--- src/rtl/button_reader_pkg.sv ---
// ---------------------------------------------------------------------------
// button_reader_pkg
// Shared definitions for the pushbutton reader:
//   ch_state_t     - 2-bit per-channel debounce state encoding
//   NUM_BTN        - number of pushbutton channels
//   EVT_ID_W       - width of the event id (button index)
//   lowest_index() - index of the lowest set bit of a press vector
// ---------------------------------------------------------------------------
package button_reader_pkg;

  localparam int NUM_BTN  = 4;
  localparam int EVT_ID_W = 2;

  typedef enum logic [1:0] {
    STABLE_LO = 2'd0,
    WAIT_HI   = 2'd1,
    STABLE_HI = 2'd2,
    WAIT_LO   = 2'd3
  } ch_state_t;

  // Lowest set bit wins; scanning from the top down lets the last hit stick.
  function automatic logic [EVT_ID_W-1:0] lowest_index(input logic [NUM_BTN-1:0] v);
    lowest_index = '0;
    for (int i = NUM_BTN - 1; i >= 0; i--) begin
      if (v[i]) begin
        lowest_index = EVT_ID_W'(i);
      end
    end
  endfunction

endpackage

--- src/rtl/button_reader_debounce_ch.sv ---
// ---------------------------------------------------------------------------
// debounce_ch
// One pushbutton channel: 2-flop synchronizer, four-state debounce FSM and
// a saturating-by-construction stability counter.
// Ports:
//   clk            clock, rising edge
//   rst            asynchronous reset, active low
//   btn_in         raw asynchronous button level (1 = pressed)
//   level          debounced level
//   press_pulse    one-cycle pulse on an accepted 0->1 change
//   release_pulse  one-cycle pulse on an accepted 1->0 change
// DEBOUNCE_CYCLES must be >= 1 and fit in CNT_W bits.
// ---------------------------------------------------------------------------
module debounce_ch
  import button_reader_pkg::*;
#(
  parameter int DEBOUNCE_CYCLES = 250000,
  parameter int CNT_W           = 25
) (
  input  logic clk,
  input  logic rst,
  input  logic btn_in,
  output logic level,
  output logic press_pulse,
  output logic release_pulse
);

  // Count value on which a pending change is accepted. The counter only
  // increments while below this value, so it can never wrap.
  localparam logic [CNT_W-1:0] CNT_LAST = CNT_W'(DEBOUNCE_CYCLES - 1);

  logic             sync_meta_reg;
  logic             sync_reg;
  ch_state_t        state_reg, state_next;
  logic [CNT_W-1:0] cnt_reg, cnt_next;
  logic             level_reg, level_next;
  logic             press_reg, press_next;
  logic             release_reg, release_next;

  // Synchronizer: nothing downstream sees btn_in before sync_reg.
  always_ff @(posedge clk or negedge rst) begin
    if (!rst) begin
      sync_meta_reg <= 1'b0;
      sync_reg      <= 1'b0;
    end else begin
      sync_meta_reg <= btn_in;
      sync_reg      <= sync_meta_reg;
    end
  end

  always_ff @(posedge clk or negedge rst) begin
    if (!rst) begin
      state_reg   <= STABLE_LO;
      cnt_reg     <= '0;
      level_reg   <= 1'b0;
      press_reg   <= 1'b0;
      release_reg <= 1'b0;
    end else begin
      state_reg   <= state_next;
      cnt_reg     <= cnt_next;
      level_reg   <= level_next;
      press_reg   <= press_next;
      release_reg <= release_next;
    end
  end

  always_comb begin
    state_next   = state_reg;
    cnt_next     = cnt_reg;
    level_next   = level_reg;
    press_next   = 1'b0;
    release_next = 1'b0;
    case (state_reg)
      STABLE_LO: begin
        if (sync_reg) begin
          state_next = WAIT_HI;
          cnt_next   = '0;
        end
      end
      WAIT_HI: begin
        if (!sync_reg) begin
          state_next = STABLE_LO;
          cnt_next   = '0;
        end else if (cnt_reg == CNT_LAST) begin
          state_next = STABLE_HI;
          cnt_next   = '0;
          level_next = 1'b1;
          press_next = 1'b1;
        end else begin
          cnt_next = cnt_reg + CNT_W'(1);
        end
      end
      STABLE_HI: begin
        if (!sync_reg) begin
          state_next = WAIT_LO;
          cnt_next   = '0;
        end
      end
      WAIT_LO: begin
        if (sync_reg) begin
          state_next = STABLE_HI;
          cnt_next   = '0;
        end else if (cnt_reg == CNT_LAST) begin
          state_next   = STABLE_LO;
          cnt_next     = '0;
          level_next   = 1'b0;
          release_next = 1'b1;
        end else begin
          cnt_next = cnt_reg + CNT_W'(1);
        end
      end
      default: begin
        state_next = STABLE_LO;
        cnt_next   = '0;
      end
    endcase
  end

  assign level         = level_reg;
  assign press_pulse   = press_reg;
  assign release_pulse = release_reg;

endmodule

--- src/rtl/button_reader.sv ---
// ---------------------------------------------------------------------------
// button_reader
// Debounces four pushbuttons and queues press events in a one-deep event
// register with a sticky overflow flag for presses that could not be kept.
// Ports:
//   clk            clock, rising edge
//   rst            asynchronous reset, active low
//   btn_in[3:0]    raw asynchronous button levels (1 = pressed)
//   btn_level      debounced levels
//   press_pulse    one-cycle pulse per accepted 0->1 change
//   release_pulse  one-cycle pulse per accepted 1->0 change
//   evt_valid      press event available
//   evt_id         index of the pressed button, valid with evt_valid
//   evt_ready      consumer handshake (accept when evt_valid & evt_ready)
//   evt_overflow   sticky: at least one press event was lost
// ---------------------------------------------------------------------------
module button_reader
  import button_reader_pkg::*;
#(
  parameter int DEBOUNCE_CYCLES = 250000,
  parameter int CNT_W           = 25
) (
  input  logic                clk,
  input  logic                rst,
  input  logic [NUM_BTN-1:0]  btn_in,
  output logic [NUM_BTN-1:0]  btn_level,
  output logic [NUM_BTN-1:0]  press_pulse,
  output logic [NUM_BTN-1:0]  release_pulse,
  output logic                evt_valid,
  output logic [EVT_ID_W-1:0] evt_id,
  input  logic                evt_ready,
  output logic                evt_overflow
);

  logic [NUM_BTN-1:0] press_all;

  genvar gi;
  generate
    for (gi = 0; gi < NUM_BTN; gi++) begin : g_ch
      debounce_ch #(
        .DEBOUNCE_CYCLES(DEBOUNCE_CYCLES),
        .CNT_W          (CNT_W)
      ) u_ch (
        .clk          (clk),
        .rst          (rst),
        .btn_in       (btn_in[gi]),
        .level        (btn_level[gi]),
        .press_pulse  (press_all[gi]),
        .release_pulse(release_pulse[gi])
      );
    end
  endgenerate

  assign press_pulse = press_all;

  logic                evt_valid_reg, evt_valid_next;
  logic [EVT_ID_W-1:0] evt_id_reg, evt_id_next;
  logic                ovf_reg, ovf_next;
  logic                multi_press;

  // More than one bit set: clearing the lowest set bit leaves something.
  assign multi_press = (press_all & (press_all - NUM_BTN'(1))) != '0;

  always_ff @(posedge clk or negedge rst) begin
    if (!rst) begin
      evt_valid_reg <= 1'b0;
      evt_id_reg    <= '0;
      ovf_reg       <= 1'b0;
    end else begin
      evt_valid_reg <= evt_valid_next;
      evt_id_reg    <= evt_id_next;
      ovf_reg       <= ovf_next;
    end
  end

  always_comb begin
    evt_valid_next = evt_valid_reg;
    evt_id_next    = evt_id_reg;
    ovf_next       = ovf_reg;
    if (press_all != '0) begin
      if (!evt_valid_reg || evt_ready) begin
        // Slot is free (or being freed this cycle): take the lowest press.
        evt_valid_next = 1'b1;
        evt_id_next    = lowest_index(press_all);
        if (multi_press) begin
          ovf_next = 1'b1;
        end
      end else begin
        // Slot held by an unconsumed event: the new press is lost.
        ovf_next = 1'b1;
      end
    end else if (evt_valid_reg && evt_ready) begin
      evt_valid_next = 1'b0;
    end
  end

  assign evt_valid    = evt_valid_reg;
  assign evt_id       = evt_id_reg;
  assign evt_overflow = ovf_reg;

endmodule

--- config.mk ---
export PLATFORM = sky130hd
export DESIGN_NAME = button_reader
export DESIGN_NICKNAME = d
export VERILOG_FILES = /design/src/rtl/button_reader_pkg.sv /design/src/rtl/button_reader_debounce_ch.sv /design/src/rtl/button_reader.sv
export SDC_FILE = /design/constraint.sdc
export NUM_CORES = 1
export LEC_CHECK = 0
export CAP_MARGIN = 20
export CELL_PAD_IN_SITES_DETAIL_PLACEMENT = 1
export CELL_PAD_IN_SITES_GLOBAL_PLACEMENT = 2
export CORE_UTILIZATION = 43
export DETAILED_ROUTE_END_ITERATION = 6
export GPL_ROUTABILITY_DRIVEN = 1
export GPL_TIMING_DRIVEN = 0
export PLACE_DENSITY_LB_ADDON = 0.1
export SKIP_LAST_GASP = 1
export SLEW_MARGIN = 20
export SYNTH_ARGS = -nofsm -noshare
export SYNTH_HDL_FRONTEND = slang
export SYNTH_SLANG_ARGS = --single-unit
--- constraint.sdc ---
create_clock -name clk -period 3.74 [get_ports clk]
set_input_delay 0.748 -clock clk [delete_from_list [all_inputs] [get_ports clk]]
set_output_delay 0.748 -clock clk [all_outputs]
set_load 0.01 [all_outputs]
=== Word level (Yosys, flattened, before mapping) ===
Index checks and enable logic that the tools add are counted.

* Reduce and logical (&&, ||, !) cells: 29
* Add/subtract/negate cells: 5
* Bitwise logic cells: 1
* Equality and inequality tests: 50
* Multiplexer cells: 101

{| class="wikitable"
|+ Operators by type and width
! cell !! number
|-
| two-way mux 25 bit || 20
|-
| case mux 25 bit (4 select lines) || 4
|-
| adder 25 x 1 -> 25 bit, second input constant || 4
|-
| == test 25 x 18 -> 1 bit, second input constant || 4
|-
| two-way mux 2 bit || 28
|-
| two-way mux 1 bit || 41
|-
| inequality test 2 x 1 -> 1 bit, second input constant || 17
|-
| case mux 2 bit (4 select lines) || 4
|-
| AND reduction 5 bit || 4
|-
| inequality test 2 bit, second input constant || 9
|-
| == test 2 bit, second input constant || 8
|-
| AND reduction 4 bit || 4
|-
| AND reduction 2 bit || 7
|-
| inequality test 3 x 1 -> 1 bit, second input constant || 4
|-
| inequality test 3 bit, second input constant || 4
|-
| nonzero test 2 bit || 5
|-
| == test 2 x 1 -> 1 bit, second input constant || 4
|-
| zero test 2 bit || 4
|-
| case mux 1 bit (2 select lines) || 4
|-
| nonzero test 4 bit || 2
|-
| bitwise AND 4 bit || 1
|-
| subtractor 4 x 1 -> 4 bit, second input constant || 1
|-
| logical AND 1 bit || 1
|-
| zero test 1 bit || 1
|-
| logical OR 1 bit || 1
|}

* Output and inout bits: 16
* Bits of input ports: 7
* Register bits: 132

=== Depth between registers and ports, before layout ===
* Depth in word-level cells: 5
* Mapped depth: 8
* Mapped depth without buffers: 6

=== Hierarchy ===
From an unflattened synthesis, not the netlist that was laid out.

* Cell total of the unflattened synthesis: 751
* Area, all modules: 7151.9 µm²

{| class="wikitable"
|+ Modules (own cells, without submodules)
! module !! area an instance (µm²) !! sequential area each (µm²) !! times used !! cells an instance
|-
| debounce_ch at g_ch[0].u_ch ... || 1745.4 || 800.8 || 3 || 184
|-
| debounce_ch at g_ch[3].u_ch || 1696.6 || 800.8 || 1 || 179
|-
| button_reader || 219.0 || 100.1 || 1 || 20
|}

=== Least setup slack after synthesis ===
Ideal clock, no wire load.

* Path type: flip-flop to flip-flop
* Start: register g_ch[3].u_ch.cnt_reg[19]
* End: register g_ch[3].u_ch.cnt_reg[0]
* Setup slack: 1893 ps
* Arrival time: 1722 ps
* Cell stages (with the launch flop): 7
* Clock period less this slack: 1847 ps
* Buffers on the path: 2
* Cells stage by stage: dfrtp_1 > or4_4 > nor3_4 > a21oi_2 > buf_6 > buf_8 > mux2_2

* Cells in the longest elaborated chain, start to end: 4
* Elaborated cells between the ends (all ways): 5
* Classes of those cells: 1 x eq/ne; 4 x mux

{| class="wikitable"
|+ Ends and longest elaborated chain
! what !! line !! source
|-
| start, declared || button_reader_debounce_ch.sv:35 || <nowiki>logic [CNT_W-1:0] cnt_reg, cnt_next;</nowiki>
|-
| start signal, assigned || button_reader_debounce_ch.sv:60 || <nowiki>cnt_reg <= cnt_next;</nowiki>
|-
| == test 25 x 18 -> 1 bit (*) || button_reader_debounce_ch.sv:84, button_reader_debounce_ch.sv:103 ||
|-
| two-way mux 25 bit (*) || button_reader_debounce_ch.sv:84, button_reader_debounce_ch.sv:103 ||
|-
| two-way mux 25 bit (on tied branches) || button_reader_debounce_ch.sv:100, button_reader_debounce_ch.sv:81 ||
|-
| case mux 25 bit (4 select lines) (*) || button_reader_debounce_ch.sv:73 || <nowiki>case (state_reg)</nowiki>
|}

Mark *: on every way between the ends. The rest lies on a longest branch, timed or not.
A chain may end at the register's enable or synchronous reset.

=== Worst setup path in the final report ===
* Start: register g_ch[3].u_ch.press_reg
* End: output press_pulse[3]

{| class="wikitable"
|+ RTL lines
! what !! line !! source
|-
| start, declared || button_reader_debounce_ch.sv:37 || <nowiki>logic press_reg, press_next;</nowiki>
|-
| start signal, assigned || button_reader_debounce_ch.sv:62 || <nowiki>press_reg <= press_next;</nowiki>
|-
| end, declared || button_reader.sv:27 || <nowiki>output logic [NUM_BTN-1:0] press_pulse,</nowiki>
|}

No word-level cell between the ends.

==> run metrics <==
RSZ-0062 raised after global routing no; hold_buf cts 0; post-synthesis cell type count 76; CP arrival 1.54 ns; commonest non-fill, non-tap cells in the layout dfrtp_1, nor2_1, nand2_1; gr usage total 0.2374; pwr dens 420.6 nW/µm²; grt total ovfl 0; M3 GR Usage 0.04583; top_reg_cell synth dfrtp_1; area leader, netlist dfrtp_1; Worst R2R Setup Slack ~1.5 ns; Hold Path Class in2async; Pre-antenna DRT Iters 4; FFs w/ async S/R, synth 1.000; synthesized flop and latch total between 100 and 150; non-filler cells, final roughly 1000; CP Buf/Inv Count 2; H-tree depth 4; total power 3.409 mW; Synth warnings 0; Logic pwr share 0.085; PortBufs 22; GR Util met2 0.4045; total CTS buffers 17; syn nets 749; gpl congestion roughly 0.8; routed wire length per instance roughly 18 µm; CTS tree built; CP endpoint kind primary output; EDFF count, synth 0; Tmin final 2.284 ns; Synth top area share 0.4713; most used routing layer met2; multi-input logic area 3342 µm²; CP top delay family buffers and inverters; first-pass GRT wire length 31.20 mm; CP Cell Sequence buf_4 > clkdlybuf4s50_1; DP Wirelength 12.40 mm; Core Rows 46; Reg power frac 0.444; MaxCap Viol Count 0; Final setup viols 0; Synth Cell Area 7009 µm²; DRC viols 0; Iteration-0 DRC Markers about 350; clock sink count 132; critical path's largest stage delay 0.52 ns; Syn Area/Cell 9.498 µm²; synth top area cells dfrtp_1, nor2_1, a31oi_1, xnor2_1, nand3_1; Clock power frac 0.471; die span in y ~130 µm; fraction of layout cells with a size suffix above 1 0.1136; worst vdd rail ir drop 0.3216 mV; Routed Antenna Nets 0; drt via density 5.820; outcome finished clean; die area 16820 µm²; critical path data required time 2.99 ns; Fill cells 1820; FF/Latch Area 3303 µm²; ant diodes 0; worst skew pair latency 0.42 ns; area grow syn2layout 15.64%; placed cells 977; Worst slew margin 0.4566; switching share of power 0.2508; critical path class reg2out; Worst Path Max Fanout 6; Crit-path slowest cell clkdlybuf4s50_1; FMAX approximately 440 MHz; Slew Limit Fails 0; fin crit share 0.6106; post-route clock skew 0.007874 ns; max FFs per register 100; setup bufs post-CTS 0; die width 129.7 µm; Leak 3.421 nW; P_int 2.554 mW; Post-Syn Instances 738; met1 GRT Util 0.3043; DR vias 5867; CTS clk-pin slew, worst paths 0.06 ns; core area 15890 µm²; total wire length between 15 and 20 mm; crit start category flop; post-synthesis sequential area ratio 0.4713; clock root cell clkbuf_16; most common cell after layout, fill and taps aside dfrtp_1; initial antenna violation count 0; CTS Buffer Depth 2; pin count of the biggest net entering global routing 96; Starting Density 0.4412; vias in the first global route 6221; Slew @ Worst Pin about 0.81 ns; Psw 855.2 µW; Resize count post-CTS 0; Nets 791; Top Ports 23; Final Hold Fails 0
worst paths after layout:
path | cells past startpoint | endpoint | from
setup / recovery | 2 | press_pulse[3] | g_ch[3].u_ch.press_pulse
hold / removal | 1 | g_ch[2].u_ch.cnt_reg[7] | rst
setup reg to reg | 7 | g_ch[1].u_ch.cnt_reg[21] | g_ch[1].u_ch.cnt_reg[13]
hold reg to reg | 0 | g_ch[1].u_ch.sync_reg | g_ch[1].u_ch.sync_meta_reg
max in group asynchronous | 2 | g_ch[1].u_ch.cnt_reg[18] | rst
min in group clk | 0 | g_ch[1].u_ch.sync_reg | g_ch[1].u_ch.sync_meta_reg
synthesized netlist by cell type (all sizes together), types with 3 or more instances:
master  instances
buf            34
xnor2          28
or4             6
and2            5
nor3b           6
nand2          62
nand3          47
nor4           17
a22o            4
xor2           14
nand4          27
a31oi          42
and3           19
ha              4
nand2b         10
dfrtp         132
o21ai          23
a21oi          40
mux2i           5
or2             4
o211ai          5
inv            21
o31ai           3
nor3           20
or3             4
a41oi           6
a21o            6
clkbuf         10
nor4b           3
nor2           77
and4           16
cell families (layout without fill, tap and decap cells):
| kind of cell | count (synthesis) | after routing | synth area share |
|---|---|---|---|
| flops | 132 | 132 | 0.4713 |
| simple gates | 335 | 335 | 0.2594 |
| mux | 7 | 7 | 0.01035 |
| xor+xnor | 42 | 42 | 0.05463 |
| buf+inv | 65 | 119 | 0.05195 |
| fa+ha+maj | 5 | 5 | 0.008569 |
| compound gates | 152 | 152 | 0.1439 |
stage by stage:
| stage | hold slack [ns] | setup slack, ns | utilization | TNS (ns) | area [µm²] |
|---|---|---|---|---|---|
| 6_report | 0.2020 | 1.456 | 0.5102 | 0 | 8105 |
| 5_1_grt | 0.2092 | 1.333 | 0.5102 | 0 | 8105 |
| 4_1_cts | 0.1947 | 1.412 | 0.5102 | 0 | 8105 |
| 3_5_place_dp | 0.3379 | 1.524 | 0.4742 | 0 | 7532 |
| 3_3_place_gp | 0.3363 | -3.474 | 0.4721 | -457.24 | 7500 |
| 2_1_floorplan | 0.3312 | 1.893 | - | 0 | 7009 |
routing by layer:
metal	part of all wire	wire length [µm]
met5	0	0
met4	0.012	224
met3	0.025	447
met2	0.49	8970
met1	0.47	8555
power groups by stage:
stage | Clock [mW] | Sequential [mW] | Combinational (mW)
floorplan | 0 | 1.52 | 0.186
global placement | 0 | 1.53 | 0.277
detailed placement | 0 | 1.54 | 0.294
CTS | 1.65 | 1.51 | 0.296
global route | 1.71 | 1.52 | 0.328
finish | 1.61 | 1.51 | 0.289
layout make-up:
class | count | share of cell area
multi-input cells | 541 | 0.4123
flip-flops and latches | 132 | 0.4075
clock buffers | 23 | 0.06144
plain buffers | 44 | 0.03520
well taps | 216 | 0.03334
repair buffers | 23 | 0.03118
inverters | 21 | 0.009725
clock inverters | 8 | 0.009262
Power figures use the tool's default switching activity.
